<file path="config.mk">
export PLATFORM = sky130hd
export DESIGN_NAME = spi_fifo_register_map
export DESIGN_NICKNAME = d
export VERILOG_FILES = /design/src/rtl/spi_fifo_pkg.sv /design/src/rtl/spi_fifo_register_map_fifo.sv /design/src/rtl/spi_fifo_register_map.sv
export SDC_FILE = /design/constraint.sdc
export NUM_CORES = 1
export LEC_CHECK = 0
export CORE_AREA = 2 2 111 123
export DETAILED_ROUTE_END_ITERATION = 10
export DIE_AREA = 0 0 113 125
export PLACE_DENSITY = 0.71
export SLEW_MARGIN = 20
export SYNTH_ARGS = -nofsm -noshare
export SYNTH_HDL_FRONTEND = slang
export SYNTH_SLANG_ARGS = --single-unit
</file>
<file path="constraint.sdc">
create_clock -name clk -period 5.1 [get_ports clk]
set_clock_uncertainty 0.05 [all_clocks]
set_input_delay 1.275 -clock clk [delete_from_list [all_inputs] [get_ports clk]]
set_output_delay 1.275 -clock clk [all_outputs]
set_load 0.01 [all_outputs]
</file>
<file path="src/rtl/spi_fifo_pkg.sv">
// Shared definitions for the FIFO-based SPI register map: bus addresses, reset
// values, register layouts and the transfer sequencer states.
package spi_fifo_pkg;

  localparam logic [7:0] SPCR_ADDR     = 8'h00;
  localparam logic [7:0] SPSR_ADDR     = 8'h01;
  localparam logic [7:0] SPDR_ADDR     = 8'h02;
  localparam logic [7:0] PORTB_ADDR    = 8'h03;
  localparam logic [7:0] FIFOCTL_ADDR  = 8'h04;
  localparam logic [7:0] FIFOSTAT_ADDR = 8'h05;

  localparam logic [7:0] SPCR_INIT  = 8'h00;
  localparam logic       SPI2X_INIT = 1'b0;
  // Slave selects are active low, so every select line idles high.
  localparam logic       PB_INIT    = 1'b1;

  typedef struct packed {
    logic       spie;
    logic       spe;
    logic       dord;
    logic       mstr;
    logic       cpol;
    logic       cpha;
    logic [1:0] spr;
  } spcr_t;

  typedef struct packed {
    logic       spif;
    logic       wcol;
    logic       rovr;
    logic       txe;
    logic       rxne;
    logic [1:0] rsvd;
    logic       spi2x;
  } spsr_t;

  typedef struct packed {
    logic       txflush;
    logic       rxflush;
    logic [3:0] rsvd;
    logic       rxie;
    logic       txeie;
  } fifoctl_t;

  typedef enum logic [1:0] {
    S_IDLE,
    S_UPDATE,
    S_LAUNCH,
    S_BUSY
  } state_e;

  function automatic int unsigned cnt_width(input int unsigned depth);
    return $clog2(depth) + 1;
  endfunction

  localparam int unsigned CNT_W = cnt_width(4);

endpackage

</file>
<file path="src/rtl/spi_fifo_register_map_fifo.sv">
// Synchronous first-word-fall-through FIFO; flush overrides any same-cycle push.
module spi_sync_fifo
  import spi_fifo_pkg::*;
#(
  parameter int unsigned WIDTH = 8,
  parameter int unsigned DEPTH = 4
) (
  input  logic                        clk,
  input  logic                        rst_,
  input  logic                        push,
  input  logic [WIDTH-1:0]            wdata,
  input  logic                        pop,
  input  logic                        flush,
  output logic [WIDTH-1:0]            head,
  output logic [cnt_width(DEPTH)-1:0] count,
  output logic                        full,
  output logic                        empty
);

  localparam int unsigned PTR_W = $clog2(DEPTH);
  localparam int unsigned CW    = cnt_width(DEPTH);

  logic [WIDTH-1:0] mem_q [DEPTH];
  logic [PTR_W-1:0] rd_ptr_q, wr_ptr_q;
  logic [CW-1:0]    count_q;
  logic             do_push, do_pop;

  assign empty   = (count_q == '0);
  assign full    = (count_q == CW'(DEPTH));
  assign do_pop  = pop & ~empty;
  // A pop in the same cycle frees the slot a full FIFO needs for the push.
  assign do_push = push & (~full | do_pop);
  assign head    = mem_q[rd_ptr_q];
  assign count   = count_q;

  always_ff @(posedge clk or negedge rst_) begin
    if (!rst_) begin
      rd_ptr_q <= '0;
      wr_ptr_q <= '0;
      count_q  <= '0;
    end else if (flush) begin
      rd_ptr_q <= '0;
      wr_ptr_q <= '0;
      count_q  <= '0;
    end else begin
      if (do_push) wr_ptr_q <= wr_ptr_q + 1'b1;
      if (do_pop)  rd_ptr_q <= rd_ptr_q + 1'b1;
      count_q <= count_q + CW'(do_push) - CW'(do_pop);
    end
  end

  always_ff @(posedge clk) begin
    if (do_push && !flush) mem_q[wr_ptr_q] <= wdata;
  end

endmodule

</file>
<file path="src/rtl/spi_fifo_register_map.sv">
// CPU-facing SPI register map with TX/RX FIFOs; config changes are staged and
// applied only while the shift core is idle.
module spi_fifo_register_map
  import spi_fifo_pkg::*;
#(
  parameter int unsigned DATA_WIDTH = 8,
  parameter int unsigned ADDR_WIDTH = 8,
  parameter int unsigned FIFO_DEPTH = 4,
  parameter int unsigned NUM_SS     = 5
) (
  input  logic                  clk,
  input  logic                  rst_,
  input  logic                  ram_enable,
  input  logic                  ram_wren,
  input  logic [ADDR_WIDTH-1:0] ram_addr,
  input  logic [DATA_WIDTH-1:0] ram_data,
  output logic [DATA_WIDTH-1:0] ram_q,
  input  logic [DATA_WIDTH-1:0] rxb,
  input  logic                  txc,
  input  logic                  transfor,
  input  logic                  irq_ack,
  output logic                  tx_start,
  output logic [DATA_WIDTH-1:0] txb,
  output logic                  spe,
  output logic                  spie,
  output logic                  dord,
  output logic                  cpol,
  output logic                  cpha,
  output logic [2:0]            clock_rate,
  output logic [NUM_SS-1:0]     pb,
  output logic                  irq
);

  localparam int unsigned CW = cnt_width(FIFO_DEPTH);
  localparam logic [ADDR_WIDTH-1:0] A_SPCR     = ADDR_WIDTH'(SPCR_ADDR);
  localparam logic [ADDR_WIDTH-1:0] A_SPSR     = ADDR_WIDTH'(SPSR_ADDR);
  localparam logic [ADDR_WIDTH-1:0] A_SPDR     = ADDR_WIDTH'(SPDR_ADDR);
  localparam logic [ADDR_WIDTH-1:0] A_PORTB    = ADDR_WIDTH'(PORTB_ADDR);
  localparam logic [ADDR_WIDTH-1:0] A_FIFOCTL  = ADDR_WIDTH'(FIFOCTL_ADDR);
  localparam logic [ADDR_WIDTH-1:0] A_FIFOSTAT = ADDR_WIDTH'(FIFOSTAT_ADDR);
  localparam spcr_t SPCR_RST = spcr_t'(SPCR_INIT);

  state_e                state_q;
  spcr_t                 spcr_q;
  logic                  spi2x_q, spif_q, wcol_q, rovr_q, rxie_q, txeie_q, pending_q;
  logic [NUM_SS-1:0]     pb_q;
  logic                  tx_start_q, spe_q, spie_q, dord_q, cpol_q, cpha_q;
  logic [2:0]            clock_rate_q;
  logic [DATA_WIDTH-1:0] txb_q, rdata_q, rdata_d;

  logic                  wr, rd, wr_spcr, wr_spsr, wr_spdr, wr_portb, wr_fifoctl;
  logic                  rd_spsr, rd_spdr, tx_flush, rx_flush, launch;
  logic                  tx_pop, rx_push, rx_pop, wcol_set, rovr_set;
  logic [DATA_WIDTH-1:0] tx_head, rx_head;
  logic [CW-1:0]         tx_count, rx_count;
  logic                  tx_full, tx_empty, rx_full, rx_empty;
  spsr_t                 spsr_rd;
  fifoctl_t              fifoctl_rd;

  assign wr         = ram_enable & ram_wren;
  assign rd         = ram_enable & ~ram_wren;
  assign wr_spcr    = wr && (ram_addr == A_SPCR);
  assign wr_spsr    = wr && (ram_addr == A_SPSR);
  assign wr_spdr    = wr && (ram_addr == A_SPDR);
  assign wr_portb   = wr && (ram_addr == A_PORTB);
  assign wr_fifoctl = wr && (ram_addr == A_FIFOCTL);
  assign rd_spsr    = rd && (ram_addr == A_SPSR);
  assign rd_spdr    = rd && (ram_addr == A_SPDR);
  assign tx_flush   = wr_fifoctl & ram_data[7];
  assign rx_flush   = wr_fifoctl & ram_data[6];

  // A staged config update always goes out before the next word is launched.
  assign launch   = (state_q == S_IDLE) & ~pending_q & spe_q & ~tx_empty & ~transfor;
  assign tx_pop   = launch;
  assign rx_push  = txc & (state_q == S_BUSY);
  assign rx_pop   = rd_spdr & ~rx_empty;
  assign wcol_set = wr_spdr & tx_full & ~tx_pop & ~tx_flush;
  assign rovr_set = rx_push & rx_full & ~rx_pop & ~rx_flush;

  spi_sync_fifo #(.WIDTH(DATA_WIDTH), .DEPTH(FIFO_DEPTH)) u_tx_fifo (
    .clk(clk), .rst_(rst_), .push(wr_spdr), .wdata(ram_data), .pop(tx_pop),
    .flush(tx_flush), .head(tx_head), .count(tx_count), .full(tx_full), .empty(tx_empty)
  );

  spi_sync_fifo #(.WIDTH(DATA_WIDTH), .DEPTH(FIFO_DEPTH)) u_rx_fifo (
    .clk(clk), .rst_(rst_), .push(rx_push), .wdata(rxb), .pop(rx_pop),
    .flush(rx_flush), .head(rx_head), .count(rx_count), .full(rx_full), .empty(rx_empty)
  );

  always_ff @(posedge clk or negedge rst_) begin
    if (!rst_) begin
      spcr_q  <= SPCR_RST;
      spi2x_q <= SPI2X_INIT;
      pb_q    <= {NUM_SS{PB_INIT}};
      rxie_q  <= 1'b0;
      txeie_q <= 1'b0;
      spif_q  <= 1'b0;
      wcol_q  <= 1'b0;
      rovr_q  <= 1'b0;
      rdata_q <= '0;
    end else begin
      if (wr_spcr)    spcr_q  <= spcr_t'(ram_data[7:0]);
      if (wr_spsr)    spi2x_q <= ram_data[0];
      if (wr_portb)   pb_q    <= ram_data[NUM_SS-1:0];
      if (wr_fifoctl) begin
        rxie_q  <= ram_data[1];
        txeie_q <= ram_data[0];
      end
      spif_q  <= txc | (spif_q & ~(irq_ack | rd_spsr));
      wcol_q  <= wcol_set | (wcol_q & ~rd_spsr);
      rovr_q  <= rovr_set | (rovr_q & ~rd_spsr);
      rdata_q <= rdata_d;
    end
  end

  always_comb begin
    spsr_rd       = '0;
    spsr_rd.spif  = spif_q;
    spsr_rd.wcol  = wcol_q;
    spsr_rd.rovr  = rovr_q;
    spsr_rd.txe   = tx_empty;
    spsr_rd.rxne  = ~rx_empty;
    spsr_rd.spi2x = spi2x_q;
    fifoctl_rd       = '0;
    fifoctl_rd.rxie  = rxie_q;
    fifoctl_rd.txeie = txeie_q;
    rdata_d = rdata_q;
    if (rd) begin
      case (ram_addr)
        A_SPCR:     rdata_d = DATA_WIDTH'(spcr_q);
        A_SPSR:     rdata_d = DATA_WIDTH'(spsr_rd);
        A_SPDR:     rdata_d = rx_empty ? '0 : rx_head;
        A_PORTB:    rdata_d = DATA_WIDTH'(pb_q);
        A_FIFOCTL:  rdata_d = DATA_WIDTH'(fifoctl_rd);
        A_FIFOSTAT: rdata_d = DATA_WIDTH'({4'(rx_count), 4'(tx_count)});
        default:    rdata_d = '0;
      endcase
    end
  end

  always_ff @(posedge clk or negedge rst_) begin
    if (!rst_) begin
      state_q      <= S_IDLE;
      pending_q    <= 1'b0;
      tx_start_q   <= 1'b0;
      txb_q        <= '0;
      spe_q        <= SPCR_RST.spe;
      spie_q       <= SPCR_RST.spie;
      dord_q       <= SPCR_RST.dord;
      cpol_q       <= SPCR_RST.cpol;
      cpha_q       <= SPCR_RST.cpha;
      clock_rate_q <= {SPI2X_INIT, SPCR_RST.spr};
    end else begin
      tx_start_q <= 1'b0;
      if (wr_spcr || wr_spsr)     pending_q <= 1'b1;
      else if (state_q == S_UPDATE) pending_q <= 1'b0;
      case (state_q)
        S_IDLE: begin
          if (pending_q && !transfor) begin
            state_q <= S_UPDATE;
          end else if (launch) begin
            state_q    <= S_LAUNCH;
            txb_q      <= tx_head;
            tx_start_q <= 1'b1;
          end
        end
        S_UPDATE: begin
          spe_q        <= spcr_q.spe;
          spie_q       <= spcr_q.spie;
          dord_q       <= spcr_q.dord;
          cpol_q       <= spcr_q.cpol;
          cpha_q       <= spcr_q.cpha;
          clock_rate_q <= {spi2x_q, spcr_q.spr};
          state_q      <= S_IDLE;
        end
        S_LAUNCH: state_q <= S_BUSY;
        S_BUSY:   if (txc) state_q <= S_IDLE;
        default:  state_q <= S_IDLE;
      endcase
    end
  end

  assign ram_q      = rdata_q;
  assign tx_start   = tx_start_q;
  assign txb        = txb_q;
  assign spe        = spe_q;
  assign spie       = spie_q;
  assign dord       = dord_q;
  assign cpol       = cpol_q;
  assign cpha       = cpha_q;
  assign clock_rate = clock_rate_q;
  assign pb         = pb_q;
  assign irq        = spie_q & (spif_q | (txeie_q & tx_empty) | (rxie_q & ~rx_empty));

endmodule

</file>
==> run_results.csv <==
group,metric,value,unit
pwr,leakagePower,0.00268,uW
setup_path,worstSetupStartpointType,"input port",
clock_tree,post_cts.repair.setup_buffers,0,
clock_tree,holdBufCountCts,0,
place,post-dp-hpwl,8.15,mm
synthesis,ys_ff_latch,125,
place,port_buffers,61,
sta,report.final.hold_viol_count,0,
clock_tree,ctsLongestPathBuffers,2,
setup_path,worstPathMaxFanout,6,
setup_path,ff2ff_setup_slack,2.13,ns
clock_tree,cts_tree,"built",
floorplanning,io_pins,62,
pwr,total_power,2800,uW
detailed_routing,ant_nets,0,
min_path,worst_hold_path_ep,"ram_q[0]",
detailed_routing,drt-initial-drc-count,245,
detailed_routing,drc,4,
synthesis,synth.distinct_cells,50,
synthesis,synthFlopType,"sky130_fd_sc_hd__edfxtp_1",
layout,numnets_final,480,
floorplanning,design.die.area,14100,um^2
setup_path,worstReg2RegStart,"u_rx_fifo.count[1]",
clock_tree,clock-root-buffer,"sky130_fd_sc_hd__clkbuf_16",
pwr,vdd_drop_max,251,uV
synthesis,ys_warn_count,0,
status,status,"finished with violations",
sta,tightest_slew,0.855,ns
clock_tree,clkTransAtPathRegs,0.05,ns
sta,grt_setup_unrepaired,"false",
setup_path,worst_r2r_path_depth,11,
min_path,timing.hold.worst.start,"ram_q[0]",
detailed_routing,via_per_inst,5.31,
floorplanning,die_x,113,um
setup_path,element_type_at_the_critical_path_end,"register",
global_routing,grt_first_pass_wirelength,18.7,mm
sta,fmax,250,MHz
detailed_routing,drt_pre_antenna_iters,8,
synthesis,synth-edff-count,64,
global_routing,first_global_vias,3499,
sta,layout_worst_path_cycle_share,0.785,
layout,post-route-util,0.523,
global_routing,grt-ovfl-total,0,
floorplanning,die_h,125,um
pwr,pwr_dens,413,nW/um^2
place,preCtsSetupSlack,0.676,ns
clock_tree,clock_latency,0.41,ns
synthesis,synthesis.nets,409,
min_path,hold_path_cells,2,
sta,report.final.setup_viol,0,
clock_tree,cts_buffers,17,
setup_path,worstSetupPathType,"input port to register",
setup_path,required,5.34,ns
floorplanning,initial_core_util,0.418,
clock_tree,cts_sinks,125,
layout,drive_gt1_frac,0.225,
synthesis,synth.cell_area,5430,um^2
sta,max_slew_violations,0,
synthesis,synth.top_cells.by_area,"sky130_fd_sc_hd__edfxtp_1, sky130_fd_sc_hd__dfrtp_1, sky130_fd_sc_hd__mux2_2",
synthesis,syn_avg_cell_area,14.9,um^2
clock_tree,htree_levels,4,
layout,syn_to_final_growth,25.0,%
synthesis,async_s_r_ff_share_synth,0.488,
min_path,timing.hold.worst.class,"register to register",
detailed_routing,avgRoutedWirePerCell,18.9,um
layout,final_common_cell,"sky130_fd_sc_hd__edfxtp_1",
sta,post_layout_min_period,4.00,ns
status,violations_in_the_final_reports,"DRC",
synthesis,synth.yosys.seq_area_share,0.636,
floorplanning,placement_rows,44,
run,max_cap_viol_count,0,
detailed_routing,wirelength,11.5,mm
synthesis,synth_area_leader,"sky130_fd_sc_hd__edfxtp_1",
global_routing,grt_start_max_net_pins,32,
sta,finalSetupTns,0,ns
clock_tree,post_cts_resize_count,0,
global_routing,grt_antenna_before_repair,0,
sta,fin_hold_ws,0.428,ns
sta,setup_ws,1.10,ns
synthesis,syn-instance-count,364,
setup_path,worstPathArrival,4.24,ns
floorplanning,core_region_area,13000,um^2
setup_path,worstReg2RegEnd,"u_rx_fifo.count[2]",
sta,maxSlewHeadroom,0.425,
layout,final_cell_mix,"sky130_fd_sc_hd__edfxtp_1, sky130_fd_sc_hd__clkdlybuf4s50_1, sky130_fd_sc_hd__dfrtp_1",
setup_path,critical_path_start,"ram_addr[7]",
synthesis,yosys.area.top_type_share,0.354,
detailed_routing,vias,3234,
place,gp_congestion,0.848,
global_routing,globalRouteTotalUtil,0.174,
layout,antennaDiodeCount,0,
-- cells by family (layout without fill, tap and decap cells) --
logic type / count (synthesis) / in the layout / share of synthesized area
flops: 125 / 125 / 0.636
xor+xnor: 8 / 8 / 0.0129
fa+ha+maj: 14 / 14 / 0.0350
buf+inv: 31 / 115 / 0.0219
mux: 54 / 54 / 0.144
compound gates: 42 / 42 / 0.0544
simple gates: 90 / 90 / 0.0958
-- synth_stat cells, types with 2 or more instances --
library cell,instances
sky130_fd_sc_hd__a21oi_1,5
sky130_fd_sc_hd__a221o_1,2
sky130_fd_sc_hd__a22o_1,6
sky130_fd_sc_hd__a22oi_1,3
sky130_fd_sc_hd__and2_1,5
sky130_fd_sc_hd__and3_1,9
sky130_fd_sc_hd__and3b_1,2
sky130_fd_sc_hd__buf_1,3
sky130_fd_sc_hd__buf_2,2
sky130_fd_sc_hd__clkbuf_1,11
sky130_fd_sc_hd__dfrtp_1,56
sky130_fd_sc_hd__dfstp_2,5
sky130_fd_sc_hd__edfxtp_1,64
sky130_fd_sc_hd__fa_1,2
sky130_fd_sc_hd__ha_1,12
sky130_fd_sc_hd__inv_1,15
sky130_fd_sc_hd__mux2_2,34
sky130_fd_sc_hd__mux2i_1,4
sky130_fd_sc_hd__mux4_2,16
sky130_fd_sc_hd__nand2_1,16
sky130_fd_sc_hd__nand2b_1,3
sky130_fd_sc_hd__nand3_1,10
sky130_fd_sc_hd__nand4_1,2
sky130_fd_sc_hd__nor2_1,17
sky130_fd_sc_hd__nor2b_1,6
sky130_fd_sc_hd__nor3_1,7
sky130_fd_sc_hd__nor4_1,2
sky130_fd_sc_hd__nor4_4,2
sky130_fd_sc_hd__o21ai_0,13
sky130_fd_sc_hd__o31ai_1,3
sky130_fd_sc_hd__or3_4,2
sky130_fd_sc_hd__xnor2_1,4
sky130_fd_sc_hd__xor2_1,4
-- worst max-delay path by stage --
stage | endpoint | slack, ns | cells after the start
floorplan | u_rx_fifo.count[2] | 1.22 | 11
global placement | u_rx_fifo.count[2] | 0.72 | 12
detailed placement | u_rx_fifo.count[2] | 0.68 | 12
CTS | u_rx_fifo.count[2] | 1.11 | 12
global route | u_rx_fifo.count[2] | 0.94 | 12
finish | u_rx_fifo.count[2] | 1.10 | 12
-- where the power goes --
part,internal (uW),switching (uW)
logic,228,191
clock network,718,409
registers,1150,105
-- layout make-up --
class / instances / area (um^2)
fillers: 1117 / 6200
clock buffers: 25 / 495
inverters: 15 / 56.3
flip-flops and latches: 125 / 3450
well taps: 161 / 201
repair buffers: 68 / 658
clock inverters: 7 / 63.8
multi-input cells: 208 / 1860
-- routing by layer --
layer  wire length, um  global-route usage  vias to the layer above
met4               291              0.0803                        0
li1                  -                   -                     1506
met2              5890               0.288                       92
met1              4870               0.216                     1616
met3               441              0.0431                       20
met5                 0                   0                        -
-- critical path, stage by stage --
cell and delay [ns]:
sky130_fd_sc_hd__clkdlybuf4s50_1 0.40, sky130_fd_sc_hd__or4_4 0.58, sky130_fd_sc_hd__or3_4 0.38, sky130_fd_sc_hd__nor4_2 0.36
sky130_fd_sc_hd__ha_1 0.30, sky130_fd_sc_hd__inv_1 0.06, sky130_fd_sc_hd__ha_1 0.13, sky130_fd_sc_hd__inv_1 0.05
sky130_fd_sc_hd__fa_1 0.36, sky130_fd_sc_hd__xor2_1 0.17, sky130_fd_sc_hd__xnor2_1 0.13, sky130_fd_sc_hd__nor2_1 0.05
-- stage by stage --
| step | std cells | cell area, um^2 |
|---|---|---|
| 2_1_floorplan | 364 | 5430 |
| 3_3_place_gp | 577 | 6230 |
| 3_5_place_dp | 577 | 6230 |
| 4_1_cts | 609 | 6790 |
| 5_1_grt | 609 | 6790 |
| 6_report | 609 | 6790 |
-- state kept, by name, indices dropped and copies added (netlist names), 3 cells and up --
signal and flops:
spcr_q 8, pb 5, u_rx_fifo.count 3, u_rx_fifo.mem_q 32, txb 8, u_tx_fifo.mem_q 32
ram_q 8, clock_rate 3, u_tx_fifo.count 3
No activity file was read; power rests on OpenSTA's default activity.
